==> src/rtl/cmp_share_arbiter.sv <==
`default_nettype none
// ============================================================================
// Module   : cmp_share_arbiter
// Brief    : Round-robin sequencer sharing one external magnitude comparator
//            among N_REQ requesters. Optional consistency checker enabled by
//            the macro CMP_SHARE_CHECK_EN.
// Revision : 1.0 - initial release
// ============================================================================
module cmp_share_arbiter #(
    parameter int N_REQ = 4,
    parameter int WIDTH = 4
) (
    input  logic                   clk,
    input  logic                   rst_n,
    input  logic [N_REQ-1:0]       req,
    input  logic [N_REQ*WIDTH-1:0] op_a,
    input  logic [N_REQ*WIDTH-1:0] op_b,
    output logic [WIDTH-1:0]       cmp_a,
    output logic [WIDTH-1:0]       cmp_b,
    input  logic                   cmp_lt,
    input  logic                   cmp_gt,
    input  logic                   cmp_eq,
    output logic [N_REQ-1:0]       ack,
    output logic                   res_lt,
    output logic                   res_gt,
    output logic                   res_eq,
    output logic                   busy,
    output logic                   cmp_err
);

    localparam int IDX_W = (N_REQ > 1) ? $clog2(N_REQ) : 1;
    localparam logic [IDX_W-1:0] C_LAST_IDX = IDX_W'(N_REQ - 1);

    typedef enum logic [1:0] {
        S_IDLE   = 2'd0,
        S_GRANT  = 2'd1,
        S_SAMPLE = 2'd2
    } state_t;

    state_t           r_state;
    logic [IDX_W-1:0] r_rr_ptr;
    logic [IDX_W-1:0] r_gnt_id;
    logic [IDX_W-1:0] w_pick;
    logic             w_found;
    int               w_idx;

    // First asserted request at or above the round-robin pointer, wrapping.
    always_comb begin
        w_pick  = r_rr_ptr;
        w_found = 1'b0;
        w_idx   = 0;
        for (int k = 0; k < N_REQ; k++) begin
            w_idx = int'(r_rr_ptr) + k;
            if (w_idx >= N_REQ) begin
                w_idx = w_idx - N_REQ;
            end
            if (!w_found && req[w_idx]) begin
                w_found = 1'b1;
                w_pick  = IDX_W'(w_idx);
            end
        end
    end

    always_ff @(posedge clk or negedge rst_n) begin
        if (!rst_n) begin
            r_state  <= S_IDLE;
            r_rr_ptr <= '0;
            r_gnt_id <= '0;
            cmp_a    <= '0;
            cmp_b    <= '0;
            ack      <= '0;
            res_lt   <= 1'b0;
            res_gt   <= 1'b0;
            res_eq   <= 1'b0;
            busy     <= 1'b0;
        end else begin
            ack <= '0;
            case (r_state)
                S_IDLE: begin
                    if (w_found) begin
                        r_gnt_id <= w_pick;
                        cmp_a    <= op_a[int'(w_pick)*WIDTH +: WIDTH];
                        cmp_b    <= op_b[int'(w_pick)*WIDTH +: WIDTH];
                        busy     <= 1'b1;
                        r_state  <= S_GRANT;
                    end
                end
                S_GRANT: begin
                    r_state <= S_SAMPLE;
                end
                S_SAMPLE: begin
                    res_lt   <= cmp_lt;
                    res_gt   <= cmp_gt;
                    res_eq   <= cmp_eq;
                    ack      <= N_REQ'(1) << r_gnt_id;
                    r_rr_ptr <= (r_gnt_id == C_LAST_IDX) ? '0 : r_gnt_id + 1'b1;
                    busy     <= 1'b0;
                    r_state  <= S_IDLE;
                end
                default: begin
                    busy    <= 1'b0;
                    r_state <= S_IDLE;
                end
            endcase
        end
    end

`ifdef CMP_SHARE_CHECK_EN
    logic w_inconsistent;

    // The true relation is always one-hot, so any mismatch also catches
    // non-one-hot comparator outputs.
    assign w_inconsistent = ({cmp_lt, cmp_gt, cmp_eq} !=
                             {(cmp_a < cmp_b), (cmp_a > cmp_b), (cmp_a == cmp_b)});

    always_ff @(posedge clk or negedge rst_n) begin
        if (!rst_n) begin
            cmp_err <= 1'b0;
        end else if (r_state == S_SAMPLE && w_inconsistent) begin
            cmp_err <= 1'b1;
        end
    end
`else
    assign cmp_err = 1'b0;
`endif

endmodule
`default_nettype wire
==> config.mk <==
export PLATFORM = sky130hd
export DESIGN_NAME = cmp_share_arbiter
export DESIGN_NICKNAME = d
export VERILOG_FILES = /design/src/rtl/cmp_share_arbiter.sv
export SDC_FILE = /design/constraint.sdc
export NUM_CORES = 1
export LEC_CHECK = 0
export CAP_MARGIN = 20
export CORE_MARGIN = 4
export CORE_UTILIZATION = 41
export CTS_CLUSTER_DIAMETER = 120
export CTS_CLUSTER_SIZE = 28
export DETAILED_ROUTE_END_ITERATION = 8
export PLACE_DENSITY = 0.86
export SLEW_MARGIN = 15
export SYNTH_ARGS = -nofsm -noshare
export SYNTH_HDL_FRONTEND = slang
export SYNTH_SLANG_ARGS = --single-unit
export TNS_END_PERCENT = 100
==> constraint.sdc <==
create_clock -name clk -period 2 [get_ports clk]
set_input_delay 0.3 -clock clk [delete_from_list [all_inputs] [get_ports clk]]
set_output_delay 0.3 -clock clk [all_outputs]
set_load 0.005 [all_outputs]
==> Word-level counts from Yosys, hierarchy flattened <==
Cells that the tools add are included.
{ "totals": {"reg_bits": 22} }
{ "op_classes": {"mux": 30, "eq_ne": 4, "n_addsub": 8, "shifts": 3, "magnitude_cmp": 8, "reduce_logical": 9, "n_bitwise": 1} }
{ "ops": {"columns": ["cell", "n"], "rows": [
  ["$lt 32x4->1 const B", 4],
  ["$mux 32", 4],
  ["$shiftx 16x5->4", 2],
  ["$mux 1", 13],
  ["$mux 2", 6],
  ["$sub 3x3->4 const B", 3],
  ["$ge 3x3->1 const B", 3],
  ["$bmux 1 s2", 4],
  ["$add 2x2->3 const B", 2],
  ["$eq 2x2->1 const B", 2],
  ["$mux 4", 1],
  ["$pmux 2 s2", 1],
  ["$reduce_and 2->1", 2],
  ["$shl 1x2->4 const A", 1],
  ["$sub 2x3->4 const B", 1],
  ["$add 2x1->3 const B", 1],
  ["$ge 2x3->1 const B", 1],
  ["$logic_and 1x1->1", 3],
  ["$logic_not 1->1", 3],
  ["$add 2x1->2 const B", 1],
  ["$eq 2x1->1 const B", 1],
  ["$logic_not 2->1", 1],
  ["$ne 2x2->1 const B", 1],
  ["$pmux 1 s2", 1],
  ["$not 1->1", 1]
]} }

==> Longest topological paths before layout <==
Gate-level depths: netlist of the first run.
{ "logic_depth": {"ltp_word": 17, "ltp_mapped": 7} }

==> Worst setup path after synthesis of the first run <==
Ideal clock, no wire load.
{ "synth_timing": {"kind": "reg2reg", "from": "register r_rr_ptr[0]", "to": "register cmp_a[0]", "setup_slack_ns": 0.384, "synth_period_minus_slack_ns": 1.616, "required_time_ns": 1.852, "setup_ns": 0.148, "path_buffers": 2, "arrival_time_ns": 1.468, "stages_incl_launch_ff": 7, "cell_sequence": "dfrtp_1 a211o_4 and3_4 buf_12 buf_12 a211oi_1 a211oi_1"} }
{ "synth_via": {"elab_chain_len": 16, "word_cells_on_any_way": 43} }
{ "synth_rtl": {"columns": ["element", "line", "text"], "rows": [
  ["start: declaration", "41", "logic [IDX_W-1:0] r_rr_ptr;"],
  ["start signal: assignment", "96", "r_rr_ptr <= (r_gnt_id == C_LAST_IDX) ? '0 : r_gnt_id + 1'b1;"],
  ["parallel branches: the longest is 16 deep, another holds $sub 3x3->4", null, null],
  ["end signal: assignment", "82", "cmp_a <= op_a[int'(w_pick)*WIDTH +: WIDTH];"],
  ["end: declaration", "18", "output logic [WIDTH-1:0] cmp_a,"]
]} }
Several ways; the timed one is not identified. The select of a mux whose other input is x is not followed.
A chain may end at the register's enable or synchronous reset.

==> Worst setup path after layout of the first run <==
{ "layout_timing": {"from": "input req[3]", "to": "register cmp_a[3]"} }
{ "layout_via": {"elab_chain_len": 14, "word_cells_on_any_way": 28} }
{ "layout_rtl": {"columns": ["element", "line", "text"], "rows": [
  ["start: declaration", "15", "input logic [N_REQ-1:0] req,"],
  ["$bmux 1 s2", "57", "if (!w_found && req[w_idx]) begin"],
  ["$mux 1 (implied by the code) (2 in a row)", "57", null],
  ["$mux 1", "57", null],
  ["$logic_not 1->1", "57", null],
  ["$logic_and 1x1->1", "57", null],
  ["$mux 1", "57", null],
  ["$logic_not 1->1", "57", null],
  ["$logic_and 1x1->1", "57", null],
  ["$mux 1", "57", null],
  ["$logic_not 1->1", "57", null],
  ["$logic_and 1x1->1", "57", null],
  ["$mux 2 or $mux 1 (tied branches)", "57", null],
  ["$shiftx 16x5->4 or $reduce_and 2->1 (tied branches)", null, null]
]} }
Several ways; a longest one is shown, not always the timed one. The select of a mux whose other input is x is not followed.

==> results of run 1 <==
## per-layer routing
layer  wire length [um]  vias up
met2               1570       42
met3                192        2
li1                   -      537
met5                  0        -
met1               1190      501
met4                 19        0
## stage by stage
stage	setup WS, ns	setup TNS (ns)	power, mW
6_report	0.201	0	2.34
5_1_grt	0.0800	0	2.50
4_1_cts	0.201	0	2.36
3_5_place_dp	-0.131	-0.840	2.02
3_3_place_gp	-0.0545	-0.410	1.97
2_1_floorplan	0.384	0	1.55
## cell families (layout without fill, tap and decap cells)
family,Yosys count,count (layout)
compound gates,33,33
simple gates,27,27
flops,22,22
buf+inv,17,79
mux,13,13
fa+ha+maj,4,4
other cells,1,1
## power breakdown
part           switching, mW  internal, mW  total (mW)
logic                  0.545         0.671        1.22
clock network          0.138         0.203       0.340
registers              0.140         0.645       0.785
## worst max-delay path: stages
cell and delay [ns]:
clkdlybuf4s50_1 0.56, and3b_1 0.21, nor4_2 0.37, o21ai_4 0.18, a211oi_1 0.27, a211oi_1 0.07
## area by class of cell
class                      count  area (um^2)  area share
timing repair buffer          63          613       0.315
tap                           44         55.1      0.0282
multi-input combinational     78          633       0.325
clock inverter                 1         30.0      0.0154
sequential                    22          551       0.282
clock buffer                   3         22.5      0.0116
inverter                      12         45.0      0.0231
## sequential cells by signal, indices dropped and copies added (netlist names)
signal,cells
ack,4
cmp_a,4
cmp_b,4
r_gnt_id,2
r_rr_ptr,2
r_state,2
busy,1
res_eq,1
res_gt,1
res_lt,1
## cells in the mapped netlist (all sizes together) (2+ instances only)
cell,instances,share of area
a211o,2,0.020
a211oi,16,0.10
a31oi,8,0.039
and2,4,0.019
buf,4,0.041
dfrtp,22,0.43
ha,4,0.039
inv,12,0.035
mux2,5,0.044
mux2i,8,0.062
nor2,11,0.032
nor2b,6,0.035
nor3,2,0.012
o21ai,5,0.037
## worst paths after layout
kind                                               from  depth (start not counted)  slack (ns)                     end
worst max-delay path                             req[3]                          6        0.20    cmp_a[3]$_DFFE_PN0P_
worst min-delay path                              rst_n                          2        0.32    cmp_b[0]$_DFFE_PN0P_
worst max register to register  r_rr_ptr[1]$_DFFE_PN0P_                          5        0.25    cmp_a[3]$_DFFE_PN0P_
worst min register to register       res_lt$_DFFE_PN0P_                          1        0.51      res_lt$_DFFE_PN0P_
max in group asynchronous                         rst_n                          2        1.47  r_state[0]$_DFFE_PN0P_
min in group clk                     res_lt$_DFFE_PN0P_                          1        0.51      res_lt$_DFFE_PN0P_
==> results.json, run 1 <==
{
  "status": "completed",
  "hold_viol": 0,
  "drt_iter0_drc": 12,
  "stdcell_area_um2": 1950,
  "numCtsBuffers": 3,
  "final_cells": 223,
  "gr-usage-all-layers": 0.151,
  "placed_area_um2": 1900,
  "start_util": 0.424,
  "synth_cells": 117,
  "whs_ns": 0.320,
  "power.density_nw_per_um2": 1200,
  "nFillCells": 241,
  "skew_ns": 0.00425,
  "synth-edff-count": 0,
  "gr-usage-met1": 0.174,
  "tightest_slew_ns": 0.627,
  "hp-class": "input port to asynchronous set/reset pin",
  "dr.pass1.iters": 4,
  "met3_usage": 0.0387,
  "wl_per_cell_um": 13.3,
  "layout_commonest_cell": "clkdlybuf4s50_1",
  "synth_flop_cell": "dfrtp_1",
  "grtUsageMet2": 0.271,
  "p_leak_nw": 0.826,
  "syn_area_per_cell_um2": 11.0,
  "yosysUniqueCellTypes": 32,
  "die_area_um2": 4090,
  "cts.sinks": 22,
  "core_area_um2": 3030,
  "nNetsFinal": 225,
  "die_h_um": 64.0,
  "final_layout_size_suffix_gt1_frac": 0.145,
  "grt_setup_unrepaired": "no",
  "antenna_found_initial": 0,
  "grt_overflow": 0,
  "synth_top_family_by_area": "compound AO/OA/AOI/OAI gates",
  "synth_nets": 162,
  "yosysWarnings": 0,
  "busiest_layer": "met2",
  "max_freq_mhz": 556,
  "yosys.area_share.xor_xnor": 0,
  "cts_tree": "done",
  "portBuffers": 56,
  "critical_path.max_fanout": 9,
  "critical_path_class": "input port to flip-flop",
  "final_util": 0.644,
  "ys_seq_elements": 22,
  "routed_via_density": 4.85,
  "gp_congestion": 0.786,
  "insertion_delay_ns": 0.31,
  "maxSlewViolCount": 0,
  "slew_headroom": 0.581,
  "post_cts_resized": 0,
  "die_w_um": 64.0,
  "grt_pass1_vias": 1141,
  "route.detailed.drc": 0,
  "cts_hold_buf": 0,
  "dp_hpwl_mm": 2.40,
  "placed_cells": 219,
  "muxShareOfSynthArea": 0.106,
  "ios": 58,
  "setup_violations": 0,
  "required_ns": 2.17,
  "crit_arrival_ns": 1.97,
  "synth_simple_gate_area_share": 0.127,
  "wirelength_mm": 2.97,
  "cts_root_buf": "clkbuf_4",
  "finalCritPeriodShare": 0.900,
  "synth_compound_area_frac": 0.218,
  "cap_violations": 0,
  "async_reset_ff_frac": 1.00,
  "vias": 1082,
  "cts_max_level": 1,
  "grt_pass1_wl_mm": 4.94,
  "cts_buffer_depth": 2,
  "ant_nets": 0,
  "antenna_cells": 0,
  "finalCriticalPeriod_ns": 1.80,
  "synth_fa_ha_area_frac": 0.0389,
  "syn_area_um2": 1280,
  "grt_max_degree": 23,
  "rows": 20,
  "cp-start-kind": "input port",
  "irDropWorstVdd_v": 0.000558,
  "cts_setup_buffers": 0,
  "yosysSeqAreaShare": 0.428,
  "areaGrowthSynthToFinish_pct": 51.7,
  "most-common-layout-cells": "clkdlybuf4s50_1 (56), dfrtp_1 (22), a211oi_1 (14), inv_1 (11), nor2_1 (11)",
  "clk_pin_slew_ns": 0.13,
  "worstSetupEndpointType": "flip-flop"
}
(Power assumes the default switching activity.)
==> run 2: changes to the inputs <==
clock period = 2.3 ns   (was 2 ns; I/O delays follow)
==> run 2 against run 1 <==
Net effect: cell area fell by 3.1%; clock-buffer cell count did not move; largest cell class unchanged; sequential share of layout area rose by 0.90 points; cell count fell by 2.2%; power fell by 19%; via count fell by 0.74%; sequential cell count did not move; non-clock buffer count fell by 4; clock skew rose by 0.00095 ns; worst setup slack improved by 0.20 ns.
==> results.json, run 2 (synthesized netlist as in run 1, its figures left out) <==
{
  "cts_max_level": 1,
  "routed_via_density": 4.93,
  "grt_pass1_vias": 1139,
  "die_h_um": 64.0,
  "start_util": 0.424,
  "fin_ws_ns": 0.396,
  "gr-usage-all-layers": 0.147,
  "areaGrowthSynthToFinish_pct": 47.0,
  "core_area_um2": 3030,
  "max_freq_mhz": 525,
  "hp-class": "input port to asynchronous set/reset pin",
  "swShare": 0.369,
  "hold_viol": 0,
  "cts_root_buf": "clkbuf_4",
  "numCtsBuffers": 3,
  "setup_violations": 0,
  "wirelength_mm": 2.92,
  "p_clk_frac": 0.088,
  "r2r-start": "r_rr_ptr[0]$_DFFE_PN0P_",
  "route.detailed.drc": 0,
  "placed_area_um2": 1870,
  "grt_setup_unrepaired": "no",
  "die_w_um": 64.0,
  "cp-start-kind": "input port",
  "crit_arrival_ns": 2.06,
  "cap_violations": 0,
  "nNetsFinal": 221,
  "gp_congestion": 0.720,
  "insertion_delay_ns": 0.30,
  "antenna_found_initial": 0,
  "grt_max_degree": 23,
  "worstSetupEndpointType": "flip-flop",
  "irDropWorstVdd_v": 0.000423,
  "skew_ns": 0.00520,
  "dr.pass1.iters": 4,
  "cts_hold_buf": 0,
  "p_leak_nw": 0.794,
  "antenna_cells": 0,
  "reg2reg_to": "cmp_b[2]$_DFFE_PN0P_",
  "critical_path_class": "input port to flip-flop",
  "grt_overflow": 0,
  "tightest_slew_ns": 0.591,
  "clk_pin_slew_ns": 0.11,
  "required_ns": 2.46,
  "place_ws_ns": 0.0719,
  "power_frac_comb": 0.551,
  "layout_commonest_cell": "clkdlybuf4s50_1",
  "p_seq_frac": 0.361,
  "cts_buffer_depth": 2,
  "finalCritPeriodShare": 0.828,
  "stdcell_area_um2": 1890,
  "r2r_cells": 5,
  "finalCriticalPeriod_ns": 1.90,
  "whs_ns": 0.379,
  "status": "completed",
  "critical_path.max_fanout": 9,
  "r2r_slack_ns": 0.54,
  "grt_pass1_wl_mm": 4.73,
  "reg_top3": "ack (4), cmp_a (4), cmp_b (4)",
  "cts_tree": "done",
  "most-common-layout-cells": "clkdlybuf4s50_1 (56), dfrtp_1 (22), a211oi_1 (14), inv_1 (11), nor2_1 (11)",
  "power.density_nw_per_um2": 1000,
  "cts.sinks": 22,
  "die_area_um2": 4090,
  "cts_setup_buffers": 0,
  "p_int_mw": 1.20,
  "final_layout_size_suffix_gt1_frac": 0.121,
  "post_cts_resized": 0,
  "ios": 58,
  "rows": 20,
  "dp_hpwl_mm": 2.38,
  "portBuffers": 56,
  "maxSlewViolCount": 0,
  "wl_per_cell_um": 13.4,
  "tns_ns": 0,
  "power_switching_mw": 0.698,
  "slew_headroom": 0.605,
  "ant_nets": 0,
  "nFillCells": 256,
  "vias": 1074,
  "drt_iter0_drc": 24
}
## run 2: cell type report
type	instances	area (um^2)	share of cell area
tap	44	55.1	0.0291
sequential	22	551	0.291
timing repair buffer	59	583	0.309
clock buffer	3	22.5	0.0119
inverter	12	45.0	0.0238
multi-input combinational	78	633	0.335
## run 2: how the worst max path moves through the flow
stage | from | end | slack (ns) | cells after the start
after floorplan | r_rr_ptr[0]$_DFFE_PN0P_ | cmp_a[0]$_DFFE_PN0P_ | 0.68 | 6
after global placement | req[3] | cmp_a[3]$_DFFE_PN0P_ | 0.16 | 5
after detailed placement | req[1] | cmp_b[2]$_DFFE_PN0P_ | 0.07 | 6
after CTS | req[1] | cmp_b[2]$_DFFE_PN0P_ | 0.39 | 6
after global routing | req[3] | cmp_b[0]$_DFFE_PN0P_ | 0.30 | 6
final | req[3] | cmp_b[0]$_DFFE_PN0P_ | 0.40 | 6
## run 2: per-layer routing
layer  up-vias  share of wire  GRT usage
met1       497           0.38      0.137
met5         -              0          0
met2        44           0.54      0.288
met4         0         0.0045     0.0593
li1        531              -          -
met3         2          0.072     0.0475
## run 2: metrics by stage
stage                util  std cells  power [mW]
finish              0.624        218        1.89
global placement    0.617        215        1.70
CTS                 0.624        218        1.91
floorplan               -        117        1.35
detailed placement  0.617        215        1.75
global route        0.624        218        2.05
## run 2: power groups by stage
stage | combinational, mW | clock [mW] | sequential, mW
finish | 1.04 | 0.166 | 0.684
global route | 1.15 | 0.193 | 0.702
CTS | 1.06 | 0.172 | 0.684
detailed placement | 1.05 | 0 | 0.692
global placement | 1.02 | 0 | 0.685
floorplan | 0.669 | 0 | 0.682
## run 2: critical path: stages
cell and delay, ns:
clkdlybuf4s50_1 0.59, and3b_1 0.22, nor4_2 0.34, o21ai_4 0.19
a211oi_1 0.30, a211oi_1 0.08
==> run 3: changes to the inputs <==
CORE_UTILIZATION = 37   (was 41)
PLACE_DENSITY = 0.82   (was 0.86)
clock period = 1.74 ns   (was 2.3 ns; I/O delays follow)
==> run 3 against run 2 <==
Net effect: sequential cell count is the same; first-iteration DRC count grew 42%; core utilization shrank 1.8 points; critical path depth is the same; sequential power grew 33%; cell area grew 7.0%; register-to-register slack lost 0.50 ns; worst setup slack lost 0.35 ns; worst hold slack lost 0.10 ns; clock power grew 72%.
==> results.json, run 3 (synthesized netlist as in run 1, its figures left out) <==
{
  "status": "completed",
  "cap_violations": 0,
  "layout_commonest_cell": "clkdlybuf4s50_1",
  "required_ns": 1.94,
  "critical_path_class": "flip-flop to flip-flop",
  "grt_overflow": 0,
  "worstSetupStartpoint": "r_rr_ptr[1]$_DFFE_PN0P_",
  "cp-start-kind": "flip-flop",
  "power_frac_comb": 0.571,
  "drt_iter0_drc": 34,
  "final_layout_size_suffix_gt1_frac": 0.203,
  "cts_root_buf": "clkbuf_4",
  "most-common-layout-cells": "clkdlybuf4s50_1 (55), dfrtp_1 (21), inv_1 (11), nor2_1 (11), a211oi_1 (9)",
  "die_w_um": 66.9,
  "grt_pass1_wl_mm": 5.31,
  "clk_pin_slew_ns": 0.12,
  "antenna_cells": 0,
  "grt_setup_unrepaired": "yes",
  "whs_ns": 0.277,
  "reg2reg_to": "cmp_a[2]$_DFFE_PN0P_",
  "areaGrowthSynthToFinish_pct": 57.4,
  "hold_viol": 0,
  "nNetsFinal": 228,
  "finalCritPeriodShare": 0.976,
  "r2r_cells": 6,
  "p_seq_frac": 0.327,
  "max_freq_mhz": 589,
  "route.detailed.drc": 0,
  "irDropWorstVdd_v": 0.000527,
  "tns_ns": 0,
  "wirelength_mm": 3.48,
  "wl_per_cell_um": 15.2,
  "gp_congestion": 0.812,
  "worstSetupEndpointType": "flip-flop",
  "tightest_slew_ns": 0.636,
  "r2r-start": "r_rr_ptr[1]$_DFFE_PN0P_",
  "gr-usage-all-layers": 0.155,
  "vias": 1143,
  "grt_max_degree": 23,
  "portBuffers": 56,
  "final_util": 0.606,
  "crit_arrival_ns": 1.90,
  "cts.sinks": 22,
  "die_h_um": 66.9,
  "nFillCells": 291,
  "ant_nets": 0,
  "die_area_um2": 4480,
  "multi_input_area_um2": 688,
  "crit_family": "simple AND/OR/NAND/NOR gates",
  "path_buf_inv": 1,
  "finalCriticalPeriod_ns": 1.70,
  "swShare": 0.378,
  "rows": 21,
  "cts_hold_buf": 0,
  "p_int_mw": 1.74,
  "critical_path.max_fanout": 6,
  "path_cells": "and3b_2 > nor4_4 > buf_4 > o21ai_2 > a211oi_2 > a211oi_2",
  "antenna_found_initial": 0,
  "start_util": 0.385,
  "dp_hpwl_mm": 2.60,
  "power.density_nw_per_um2": 1380,
  "numCtsBuffers": 3,
  "crit_top_cell": "a211oi_2",
  "ios": 58,
  "p_clk_frac": 0.102,
  "maxSlewViolCount": 0,
  "regArea_um2": 552,
  "skew_ns": 0.00321,
  "slew_headroom": 0.575,
  "max_stage_delay_ns": 0.48,
  "core_area_um2": 3340,
  "cts_tree": "done",
  "grt_pass1_vias": 1153,
  "routed_via_density": 5.01,
  "crit_path_top_delay_cell": "dfrtp_2",
  "r2r_slack_ns": 0.04,
  "hp-class": "input port to asynchronous set/reset pin",
  "dr.pass1.iters": 5,
  "cts_max_level": 1,
  "p_leak_nw": 0.852,
  "insertion_delay_ns": 0.31,
  "setup_violations": 0,
  "power_switching_mw": 1.05,
  "reg_top3": "ack (4), cmp_a (4), cmp_b (4)",
  "cts_buffer_depth": 2
}
## run 3: worst max path at each step
stage                                 endpoint  slack, ns  cells after the start
final                     cmp_a[2]$_DFFE_PN0P_       0.04                      6
after global routing      cmp_a[2]$_DFFE_PN0P_      -0.02                      6
after CTS                 cmp_a[1]$_DFFE_PN0P_       0.02                      5
after detailed placement  cmp_a[0]$_DFFE_PN0P_      -0.37                      5
after global placement    cmp_a[3]$_DFFE_PN0P_      -0.25                      5
after floorplan           cmp_a[0]$_DFFE_PN0P_       0.12                      6
## run 3: power groups by stage
| stage | combinational (mW) | sequential, mW | clock [mW] |
|---|---|---|---|
| after floorplan | 0.884 | 0.902 | 0 |
| after global placement | 1.37 | 0.904 | 0 |
| after detailed placement | 1.43 | 0.914 | 0 |
| after CTS | 1.46 | 0.905 | 0.284 |
| after global routing | 1.74 | 0.941 | 0.309 |
| final | 1.59 | 0.911 | 0.285 |
## run 3: layer usage
layer,track usage,vias to the layer above,share of wire
li1,-,550,-
met2,0.269,53,0.52
met1,0.192,534,0.40
met3,0.0320,6,0.076
met4,0.0456,0,0.0089
met5,0,-,0
## run 3: final cells by class
class | instances | share of cell area
multi-input cells | 79 | 0.340
flip-flops and latches | 22 | 0.273
repair buffers | 65 | 0.318
clock buffers | 4 | 0.0179
inverters | 12 | 0.0223
well taps | 46 | 0.0285
## run 3: timing repair
action,CTS,global route
cloned,0,1
pin swaps,0,5
endpoints found under the hold margin,0,0
setup buffers,0,3
endpoints found under the setup margin,8,7
resized for setup,2,9
## run 3: metrics by stage
stage	power (mW)	setup slack (ns)	cells	area (um^2)
2_1_floorplan	1.79	0.124	117	1280
3_3_place_gp	2.28	-0.254	221	1900
3_5_place_dp	2.34	-0.372	221	1900
4_1_cts	2.65	0.0190	225	1950
5_1_grt	2.99	-0.0174	228	2020
6_report	2.79	0.0417	228	2020
